**config.mk**
```make
export PLATFORM = sky130hd
export DESIGN_NAME = mc_ctrl
export DESIGN_NICKNAME = d
export VERILOG_FILES = /design/src/rtl/mc_ctrl_pkg.sv /design/src/rtl/mc_wait_timer.sv /design/src/rtl/mc_ctrl.sv
export SDC_FILE = /design/constraint.sdc
export NUM_CORES = 1
export LEC_CHECK = 0
export BUFFER_PORTS_ARGS = -buffer_cell sky130_fd_sc_hd__buf_4
export CORE_MARGIN = 5
export CORE_UTILIZATION = 45
export DETAILED_ROUTE_END_ITERATION = 8
export GPL_TIMING_DRIVEN = 0
export PLACE_DENSITY = 0.89
export SYNTH_ARGS = -nofsm -noshare
export SYNTH_HDL_FRONTEND = slang
export SYNTH_SLANG_ARGS = --single-unit
```
**constraint.sdc**
```tcl
create_clock -name clk -period 2.1 [get_ports clk]
set_input_delay 0.42 -clock clk [delete_from_list [all_inputs] [get_ports clk]]
set_output_delay 0.42 -clock clk [all_outputs]
set_load 0.05 [all_outputs]
```
**src/rtl/mc_ctrl_pkg.sv**
```systemverilog
// Shared encodings for the multicycle control sequencer: state enum,
// MIPS opcode/funct constants, ALU op codes and datapath mux selects.
package mc_ctrl_pkg;

  typedef enum logic [3:0] {
    ST_RST      = 4'd0,
    ST_FETCH    = 4'd1,
    ST_DECODE   = 4'd2,
    ST_EXEC_R   = 4'd3,
    ST_EXEC_I   = 4'd4,
    ST_MEM_ADDR = 4'd5,
    ST_MEM_RD   = 4'd6,
    ST_MEM_WR   = 4'd7,
    ST_WB_R     = 4'd8,
    ST_WB_I     = 4'd9,
    ST_WB_MEM   = 4'd10,
    ST_BRANCH   = 4'd11,
    ST_JUMP     = 4'd12,
    ST_TRAP     = 4'd13
  } state_e;

  // Primary opcodes (IR[31:26])
  localparam logic [5:0] OP_RTYPE  = 6'h00;
  localparam logic [5:0] OP_REGIMM = 6'h01;
  localparam logic [5:0] OP_J      = 6'h02;
  localparam logic [5:0] OP_JAL    = 6'h03;
  localparam logic [5:0] OP_BEQ    = 6'h04;
  localparam logic [5:0] OP_BNE    = 6'h05;
  localparam logic [5:0] OP_BLEZ   = 6'h06;
  localparam logic [5:0] OP_BGTZ   = 6'h07;
  localparam logic [5:0] OP_ADDIU  = 6'h09;
  localparam logic [5:0] OP_SLTI   = 6'h0A;
  localparam logic [5:0] OP_SLTIU  = 6'h0B;
  localparam logic [5:0] OP_ANDI   = 6'h0C;
  localparam logic [5:0] OP_ORI    = 6'h0D;
  localparam logic [5:0] OP_XORI   = 6'h0E;
  localparam logic [5:0] OP_LUI    = 6'h0F;
  localparam logic [5:0] OP_LB     = 6'h20;
  localparam logic [5:0] OP_LH     = 6'h21;
  localparam logic [5:0] OP_LW     = 6'h23;
  localparam logic [5:0] OP_LBU    = 6'h24;
  localparam logic [5:0] OP_LHU    = 6'h25;
  localparam logic [5:0] OP_SB     = 6'h28;
  localparam logic [5:0] OP_SH     = 6'h29;
  localparam logic [5:0] OP_SW     = 6'h2B;

  // R-type funct codes the sequencer cares about (IR[5:0])
  localparam logic [5:0] FN_SLL  = 6'h00;
  localparam logic [5:0] FN_SRL  = 6'h02;
  localparam logic [5:0] FN_SRA  = 6'h03;
  localparam logic [5:0] FN_JR   = 6'h08;
  localparam logic [5:0] FN_JALR = 6'h09;

  // REGIMM rt selectors
  localparam logic [4:0] RT_BLTZ = 5'd0;
  localparam logic [4:0] RT_BGEZ = 5'd1;

  // alu_op codes
  localparam logic [2:0] ALU_ADD   = 3'd0;
  localparam logic [2:0] ALU_SUB   = 3'd1;
  localparam logic [2:0] ALU_AND   = 3'd2;
  localparam logic [2:0] ALU_OR    = 3'd3;
  localparam logic [2:0] ALU_XOR   = 3'd4;
  localparam logic [2:0] ALU_SLT   = 3'd5;
  localparam logic [2:0] ALU_SLTU  = 3'd6;
  localparam logic [2:0] ALU_FUNCT = 3'd7;

  // pc_src
  localparam logic [1:0] PC_ALU    = 2'd0;
  localparam logic [1:0] PC_ALUOUT = 2'd1;
  localparam logic [1:0] PC_JUMP   = 2'd2;
  localparam logic [1:0] PC_REG_A  = 2'd3;

  // alu_src_b
  localparam logic [1:0] SRCB_B       = 2'd0;
  localparam logic [1:0] SRCB_FOUR    = 2'd1;
  localparam logic [1:0] SRCB_IMM     = 2'd2;
  localparam logic [1:0] SRCB_IMM_SH2 = 2'd3;

  // reg_dst
  localparam logic [1:0] DST_RT = 2'd0;
  localparam logic [1:0] DST_RD = 2'd1;
  localparam logic [1:0] DST_RA = 2'd2;

  // mem_to_reg
  localparam logic [1:0] WB_ALUOUT = 2'd0;
  localparam logic [1:0] WB_MDR    = 2'd1;
  localparam logic [1:0] WB_PC     = 2'd2;

  // mem_size
  localparam logic [1:0] MSIZE_WORD = 2'd0;
  localparam logic [1:0] MSIZE_HALF = 2'd1;
  localparam logic [1:0] MSIZE_BYTE = 2'd2;

  function automatic logic is_load(input logic [5:0] o);
    return o inside {OP_LB, OP_LH, OP_LW, OP_LBU, OP_LHU};
  endfunction

  function automatic logic is_store(input logic [5:0] o);
    return o inside {OP_SB, OP_SH, OP_SW};
  endfunction

  function automatic logic is_imm_alu(input logic [5:0] o);
    return o inside {OP_ADDIU, OP_SLTI, OP_SLTIU, OP_ANDI, OP_ORI, OP_XORI, OP_LUI};
  endfunction

  function automatic logic [1:0] mem_size_of(input logic [5:0] o);
    case (o)
      OP_LB, OP_LBU, OP_SB: return MSIZE_BYTE;
      OP_LH, OP_LHU, OP_SH: return MSIZE_HALF;
      default:              return MSIZE_WORD;
    endcase
  endfunction

  // ALU operation for the immediate-arithmetic group
  function automatic logic [2:0] imm_alu_op(input logic [5:0] o);
    case (o)
      OP_SLTI:  return ALU_SLT;
      OP_SLTIU: return ALU_SLTU;
      OP_ANDI:  return ALU_AND;
      OP_ORI:   return ALU_OR;
      OP_XORI:  return ALU_XOR;
      default:  return ALU_ADD;
    endcase
  endfunction

endpackage

```
**src/rtl/mc_wait_timer.sv**
```systemverilog
// Memory-wait watchdog: counts consecutive not-ready cycles spent in a
// waiting state and flags expiry on the cycle the count reaches WAIT_MAX.
module mc_wait_timer #(
  parameter int unsigned WAIT_MAX = 16
) (
  input  logic clk,
  input  logic rst_n,
  input  logic wait_en,
  input  logic mem_ready,
  output logic expired
);

  localparam int unsigned CW = (WAIT_MAX < 2) ? 1 : $clog2(WAIT_MAX);
  localparam logic [CW-1:0] LIMIT = CW'((WAIT_MAX == 0) ? 0 : WAIT_MAX - 1);

  logic [CW-1:0] cnt_q, cnt_d;

  // Count stalled cycles; a completed request or leaving the wait state restarts the count
  always_comb begin
    // NOTE: assign every always_comb output a default first so no path leaves it unassigned (no latch).
    cnt_d = '0;
    if (wait_en && !mem_ready) cnt_d = cnt_q + 1'b1;
  end

  // Expiry is this cycle being the WAIT_MAX-th stall; a ready in the same cycle wins
  assign expired = (WAIT_MAX != 0) && wait_en && !mem_ready && (cnt_q == LIMIT);

  // Counter register with synchronous reset
  always_ff @(posedge clk) begin
    // NOTE: sequential state uses non-blocking assignment so every flop samples pre-edge values.
    if (!rst_n) cnt_q <= '0;
    else        cnt_q <= cnt_d;
  end

endmodule

```
**src/rtl/mc_ctrl.sv**
```systemverilog
// Multicycle control sequencer: walks each instruction through
// fetch/decode/execute/memory/writeback and decodes datapath controls
// from the current state. Illegal opcodes and memory timeouts trap.
module mc_ctrl
  import mc_ctrl_pkg::*;
#(
  parameter int unsigned WAIT_MAX = 16
) (
  input  logic       clk,
  input  logic       rst_n,
  input  logic [5:0] op,
  input  logic [5:0] funct,
  input  logic [4:0] rt,
  input  logic       alu_zero,
  input  logic       rs_zero,
  input  logic       rs_neg,
  input  logic       mem_ready,
  output logic       mem_req,
  output logic       mem_we,
  output logic [1:0] mem_size,
  output logic       mem_sign,
  output logic       ir_write,
  output logic       pc_write,
  output logic [1:0] pc_src,
  output logic       alu_src_a,
  output logic [1:0] alu_src_b,
  output logic [2:0] alu_op,
  output logic       ext_sign,
  output logic       shamt_sel,
  output logic       reg_write,
  output logic [1:0] reg_dst,
  output logic [1:0] mem_to_reg,
  output logic       illegal_op,
  output logic       timeout,
  output logic [3:0] state
);

  state_e state_q, state_d;
  logic   illegal_q, illegal_d;
  logic   timeout_q, timeout_d;
  logic   waiting, expired;
  logic   branch_taken, regimm_bad;

  assign waiting = state_q inside {ST_FETCH, ST_MEM_RD, ST_MEM_WR};

  mc_wait_timer #(.WAIT_MAX(WAIT_MAX)) u_wait_timer (
    .clk      (clk),
    .rst_n    (rst_n),
    .wait_en  (waiting),
    .mem_ready(mem_ready),
    .expired  (expired)
  );

  // Branch condition from opcode (and rt for REGIMM); unknown REGIMM rt is illegal
  always_comb begin
    branch_taken = 1'b0;
    regimm_bad   = 1'b0;
    case (op)
      OP_BEQ:  branch_taken = alu_zero;
      OP_BNE:  branch_taken = !alu_zero;
      OP_BLEZ: branch_taken = rs_neg | rs_zero;
      OP_BGTZ: branch_taken = !rs_neg & !rs_zero;
      OP_REGIMM: begin
        if      (rt == RT_BLTZ) branch_taken = rs_neg;
        else if (rt == RT_BGEZ) branch_taken = !rs_neg;
        else                    regimm_bad   = 1'b1;
      end
      default: ;
    endcase
  end

  // Next-state and sticky trap-cause logic
  always_comb begin
    state_d   = state_q;
    illegal_d = illegal_q;
    timeout_d = timeout_q;
    case (state_q)
      ST_RST:   state_d = ST_FETCH;
      ST_FETCH: begin
        if (mem_ready) begin
          state_d = ST_DECODE;
        end else if (expired) begin
          state_d   = ST_TRAP;
          timeout_d = 1'b1;
        end
      end
      ST_DECODE: begin
        if (op == OP_RTYPE) begin
          state_d = (funct == FN_JR || funct == FN_JALR) ? ST_JUMP : ST_EXEC_R;
        end else if (is_imm_alu(op)) begin
          state_d = ST_EXEC_I;
        end else if (is_load(op) || is_store(op)) begin
          state_d = ST_MEM_ADDR;
        end else if (op inside {OP_BEQ, OP_BNE, OP_BLEZ, OP_BGTZ, OP_REGIMM}) begin
          state_d = ST_BRANCH;
        end else if (op == OP_J || op == OP_JAL) begin
          state_d = ST_JUMP;
        end else begin
          state_d   = ST_TRAP;
          illegal_d = 1'b1;
        end
      end
      ST_EXEC_R:   state_d = ST_WB_R;
      ST_WB_R:     state_d = ST_FETCH;
      ST_EXEC_I:   state_d = ST_WB_I;
      ST_WB_I:     state_d = ST_FETCH;
      ST_MEM_ADDR: state_d = is_load(op) ? ST_MEM_RD : ST_MEM_WR;
      ST_MEM_RD, ST_MEM_WR: begin
        if (mem_ready) begin
          state_d = (state_q == ST_MEM_RD) ? ST_WB_MEM : ST_FETCH;
        end else if (expired) begin
          state_d   = ST_TRAP;
          timeout_d = 1'b1;
        end
      end
      ST_WB_MEM: state_d = ST_FETCH;
      ST_BRANCH: begin
        if (regimm_bad) begin
          state_d   = ST_TRAP;
          illegal_d = 1'b1;
        end else begin
          state_d = ST_FETCH;
        end
      end
      ST_JUMP: state_d = ST_FETCH;
      ST_TRAP: state_d = ST_TRAP;
      default: state_d = ST_RST;
    endcase
  end

  // State and trap-flag registers, synchronous active-low reset
  always_ff @(posedge clk) begin
    if (!rst_n) begin
      state_q   <= ST_RST;
      illegal_q <= 1'b0;
      timeout_q <= 1'b0;
    end else begin
      state_q   <= state_d;
      illegal_q <= illegal_d;
      timeout_q <= timeout_d;
    end
  end

  // Moore decode of datapath controls; FETCH IR/PC writes and BRANCH pc_write gate on inputs
  always_comb begin
    mem_req    = 1'b0;
    mem_we     = 1'b0;
    mem_size   = MSIZE_WORD;
    mem_sign   = 1'b0;
    ir_write   = 1'b0;
    pc_write   = 1'b0;
    pc_src     = PC_ALU;
    alu_src_a  = 1'b0;
    alu_src_b  = SRCB_B;
    alu_op     = ALU_ADD;
    ext_sign   = 1'b0;
    shamt_sel  = 1'b0;
    reg_write  = 1'b0;
    reg_dst    = DST_RT;
    mem_to_reg = WB_ALUOUT;
    case (state_q)
      ST_FETCH: begin
        mem_req   = 1'b1;
        alu_src_b = SRCB_FOUR;
        ir_write  = mem_ready;
        pc_write  = mem_ready;
      end
      ST_DECODE: begin
        alu_src_b = SRCB_IMM_SH2;
        ext_sign  = 1'b1;
      end
      ST_EXEC_R: begin
        alu_src_a = 1'b1;
        alu_op    = ALU_FUNCT;
        shamt_sel = funct inside {FN_SLL, FN_SRL, FN_SRA};
      end
      ST_WB_R: begin
        reg_write = 1'b1;
        reg_dst   = DST_RD;
      end
      ST_EXEC_I: begin
        alu_src_a = 1'b1;
        alu_src_b = SRCB_IMM;
        alu_op    = imm_alu_op(op);
        ext_sign  = op inside {OP_ADDIU, OP_SLTI, OP_SLTIU};
      end
      ST_WB_I: reg_write = 1'b1;
      ST_MEM_ADDR: begin
        alu_src_a = 1'b1;
        alu_src_b = SRCB_IMM;
        ext_sign  = 1'b1;
      end
      ST_MEM_RD: begin
        mem_req  = 1'b1;
        mem_size = mem_size_of(op);
        mem_sign = (op == OP_LB) || (op == OP_LH);
      end
      ST_MEM_WR: begin
        mem_req  = 1'b1;
        mem_we   = 1'b1;
        mem_size = mem_size_of(op);
      end
      ST_WB_MEM: begin
        reg_write  = 1'b1;
        mem_to_reg = WB_MDR;
      end
      ST_BRANCH: begin
        alu_src_a = 1'b1;
        alu_op    = ALU_SUB;
        pc_src    = PC_ALUOUT;
        pc_write  = branch_taken;
      end
      ST_JUMP: begin
        pc_write = 1'b1;
        if (op == OP_RTYPE) begin
          pc_src = PC_REG_A;
          if (funct == FN_JALR) begin
            reg_write  = 1'b1;
            reg_dst    = DST_RD;
            mem_to_reg = WB_PC;
          end
        end else begin
          pc_src = PC_JUMP;
          if (op == OP_JAL) begin
            reg_write  = 1'b1;
            reg_dst    = DST_RA;
            mem_to_reg = WB_PC;
          end
        end
      end
      default: ;
    endcase
  end

  assign illegal_op = illegal_q;
  assign timeout    = timeout_q;
  assign state      = state_q;

endmodule

```
==> metrics <==
final slew viol count=0; syn avg cell area=6.73 um2; Gate power share=54.9%; worst slew pin tran=675 ps; final setup fails=1; cell count after synthesis=171; CP endpoint kind=primary output; Syn Nets=195; CTS tree=done; post-route cell area=between 2000 and 2500 um2; clock buffer count from CTS=3; Antenna diodes=0; power share of the sequential group=28.6%; synth warn=0; Layout Nets=around 250; initial antenna violation count=0; core area=around 2500 um2; Bufs on Longest Clock Path=2; clk slew on worst S/H paths=60 ps; dpl hpwl=3.10 mm; Max-cap violations=0; most frequent cells in the layout=44 x buf_4, 12 x nor2_1, 10 x nand2_1, 10 x buf_6; hold_ws=roughly 400 ps; root buffer cell=clkbuf_4; synth unique cells=45; clk_lat worst skew=260 ps; Port Buffers=47; initial core utilization=46.9%; Slew HR=54.9%; clock power share=between 10% and 20%; Hold Crit Class=in2reg; switching share of power=43.2%; #FFs+latches synth=10; largest net degree at the start of global routing=12; peak supply drop=506 uV; WL/cell=between 20 and 25 um; maximum clock rate=0.474 GHz; # rows=18; Vias=1,701; Die W=60.6 um; P_sw=324 uW; first-pass GRT wire length=6.80 mm; Pre-antenna DRT Iters=5; RSZ-0062 raised after global routing=yes; maximum fanout along the worst path=5; Residual DRC=0; total die area=3670 um2; critical path launch point type=primary input; post-layout min period=2110 ps; share of cells above drive strength 1=roughly 50%; power density over the cells=371 nW/um2; Tcrit/Tclk final=100%; I/O pin cnt=roughly 50; WP data arrival=approximately 1700 ps; synthesized area=1150 um2; failing checks=setup timing; worst setup margin=-9.17 ps; Seq/Total Area, Yosys=~17%; Total Routed Length=5.12 mm; Crit path required time=1680 ps; vias in the first global route=1,410; Placed Area=1670 um2; Avg Vias per Cell=6.64; Hold Fails Final Rpt=0; die extent in y=60.6 um; Tot GR Track Use=24.3%; Final Skew=1.69 ps; P_leak=approximately 0.79 nW; htree depth=1; 1st-iter DRT viols=148; run status=finished, violations left; Synth-to-Final Area Change=75.4%; Pint=426 uW; Final GP Congestion=0.944; commonest non-fill, non-tap cell in the layout=buf_4; Crit Path Class=in2out; post-route ant nets=0; CTS Sinks=10; hold bufs inserted after CTS=0; total grt overflow=0
==> sequential cells by signal, summed over array words and instances (netlist names) <==
signal,count
state,4
u_wait_timer.cnt_q,4
illegal_op,1
timeout,1
==> worst paths after layout <==
path | from | end | slack (ps) | depth (start not counted)
max | op[3] | reg_dst[0] | -9 | 6
min | rst_n | illegal_op$_SDFFE_PN0P_ | 410 | 2
max reg2reg | state[0]$_SDFF_PN0_ | illegal_op$_SDFFE_PN0P_ | 340 | 4
min reg2reg | u_wait_timer.cnt_q[0]$_SDFF_PN0_ | u_wait_timer.cnt_q[0]$_SDFF_PN0_ | 470 | 1
==> power by group through the flow <==
stage	sequential (mW)	combinational, mW	clock (mW)
6_report	0.214	0.411	0.124
5_1_grt	0.215	0.427	0.138
4_1_cts	0.213	0.363	0.128
3_5_place_dp	0.208	0.343	0
3_3_place_gp	0.207	0.339	0
2_1_floorplan	0.230	0.215	0
==> routing by layer <==
layer,vias up,GRT usage [%],part of all wire (%)
li1,752,-,-
met1,765,34.9,37
met2,150,38.5,45
met3,34,3.62,13
met4,0,5.26,4.1
met5,-,0,0
==> cells in the mapped netlist, drive strengths merged <==
cell | count | area share, %
a32oi | 1 | 0.76
a211oi | 1 | 0.65
o21ai | 10 | 4.3
nor4b | 3 | 2.3
clkbuf | 15 | 4.9
mux2i | 1 | 0.87
a21oi | 8 | 3.5
a311oi | 2 | 1.5
a221o | 1 | 0.87
nor3 | 7 | 3.0
dfxtp | 10 | 17
a31o | 1 | 0.76
a311o | 2 | 1.7
o22ai | 1 | 0.54
o21a | 1 | 0.65
o2111ai | 2 | 1.5
xnor2 | 1 | 0.76
o211ai | 5 | 3.3
o41ai | 1 | 0.76
or3b | 2 | 1.5
a21boi | 3 | 2.0
buf | 1 | 0.43
nor2 | 15 | 4.9
or2 | 1 | 0.54
nor4bb | 1 | 0.87
nand2b | 9 | 4.9
nor2b | 4 | 2.2
nand4 | 4 | 2.2
and3 | 4 | 2.2
inv | 8 | 2.6
xor2 | 2 | 1.5
and2 | 2 | 1.1
nand3b | 3 | 2.0
a211o | 1 | 0.76
nand2 | 12 | 3.9
a21bo | 1 | 0.87
ha | 1 | 1.1
nor4 | 5 | 2.7
or4 | 2 | 2.0
nor3b | 1 | 0.65
a31oi | 2 | 1.1
o221ai | 1 | 0.76
nand4b | 2 | 1.5
a41oi | 3 | 2.3
nand3 | 8 | 3.5
==> cell type report <==
| cell class | instances | area [um2] |
|---|---|---|
| Inverter | 8 | 33.8 |
| Sequential cell | 10 | 213 |
| Multi-Input combinational cell | 137 | 1090 |
| Buffer | 12 | 126 |
| Fill cell | 143 | 435 |
| Clock buffer | 3 | 22.5 |
| Tap cell | 30 | 37.5 |
| Timing Repair Buffer | 56 | 499 |
==> worst max-delay path: stages <==
cell and delay, ps:
buf_12 110, or4_4 570, nor2_2 100, nand4_1 130, a21oi_4 190, buf_6 170
==> stage by stage <==
step	instances	total power, mW	setup TNS [ps]	util [%]	worst slack, ps
4_1_cts	251	0.704	-23.2	75.8	-23.2
3_5_place_dp	248	0.550	-1750	68.2	-276
3_3_place_gp	248	0.546	-1650	68.2	-261
2_1_floorplan	171	0.445	-1170	-	-225
5_1_grt	256	0.779	-245	82.3	-69.9
6_report	256	0.750	-9.17	82.3	-9.17
==> kinds of logic (layout without fill, tap and decap cells) <==
group                      Yosys count  count (layout)  synth area share [%]
and+or+nand+nor                     85              85                  41.8
AOI/OAI and AO/OA                   47              47                  28.6
buffers and inverters               24              79                  7.93
DFF                                 10              10                  17.4
xor gates and xnor gates             3               3                  2.28
adders and majority gates            1               1                  1.09
muxes                                1               1                 0.870
==> what timing repair did <==
item                       in CTS  in global routing
resized for setup              38                 33
pin swaps                       8                 13
setup endpoints to repair      19                 16
buffers inserted                4                  4
gates cloned                    0                  1
Power figures use the tool's default switching activity.
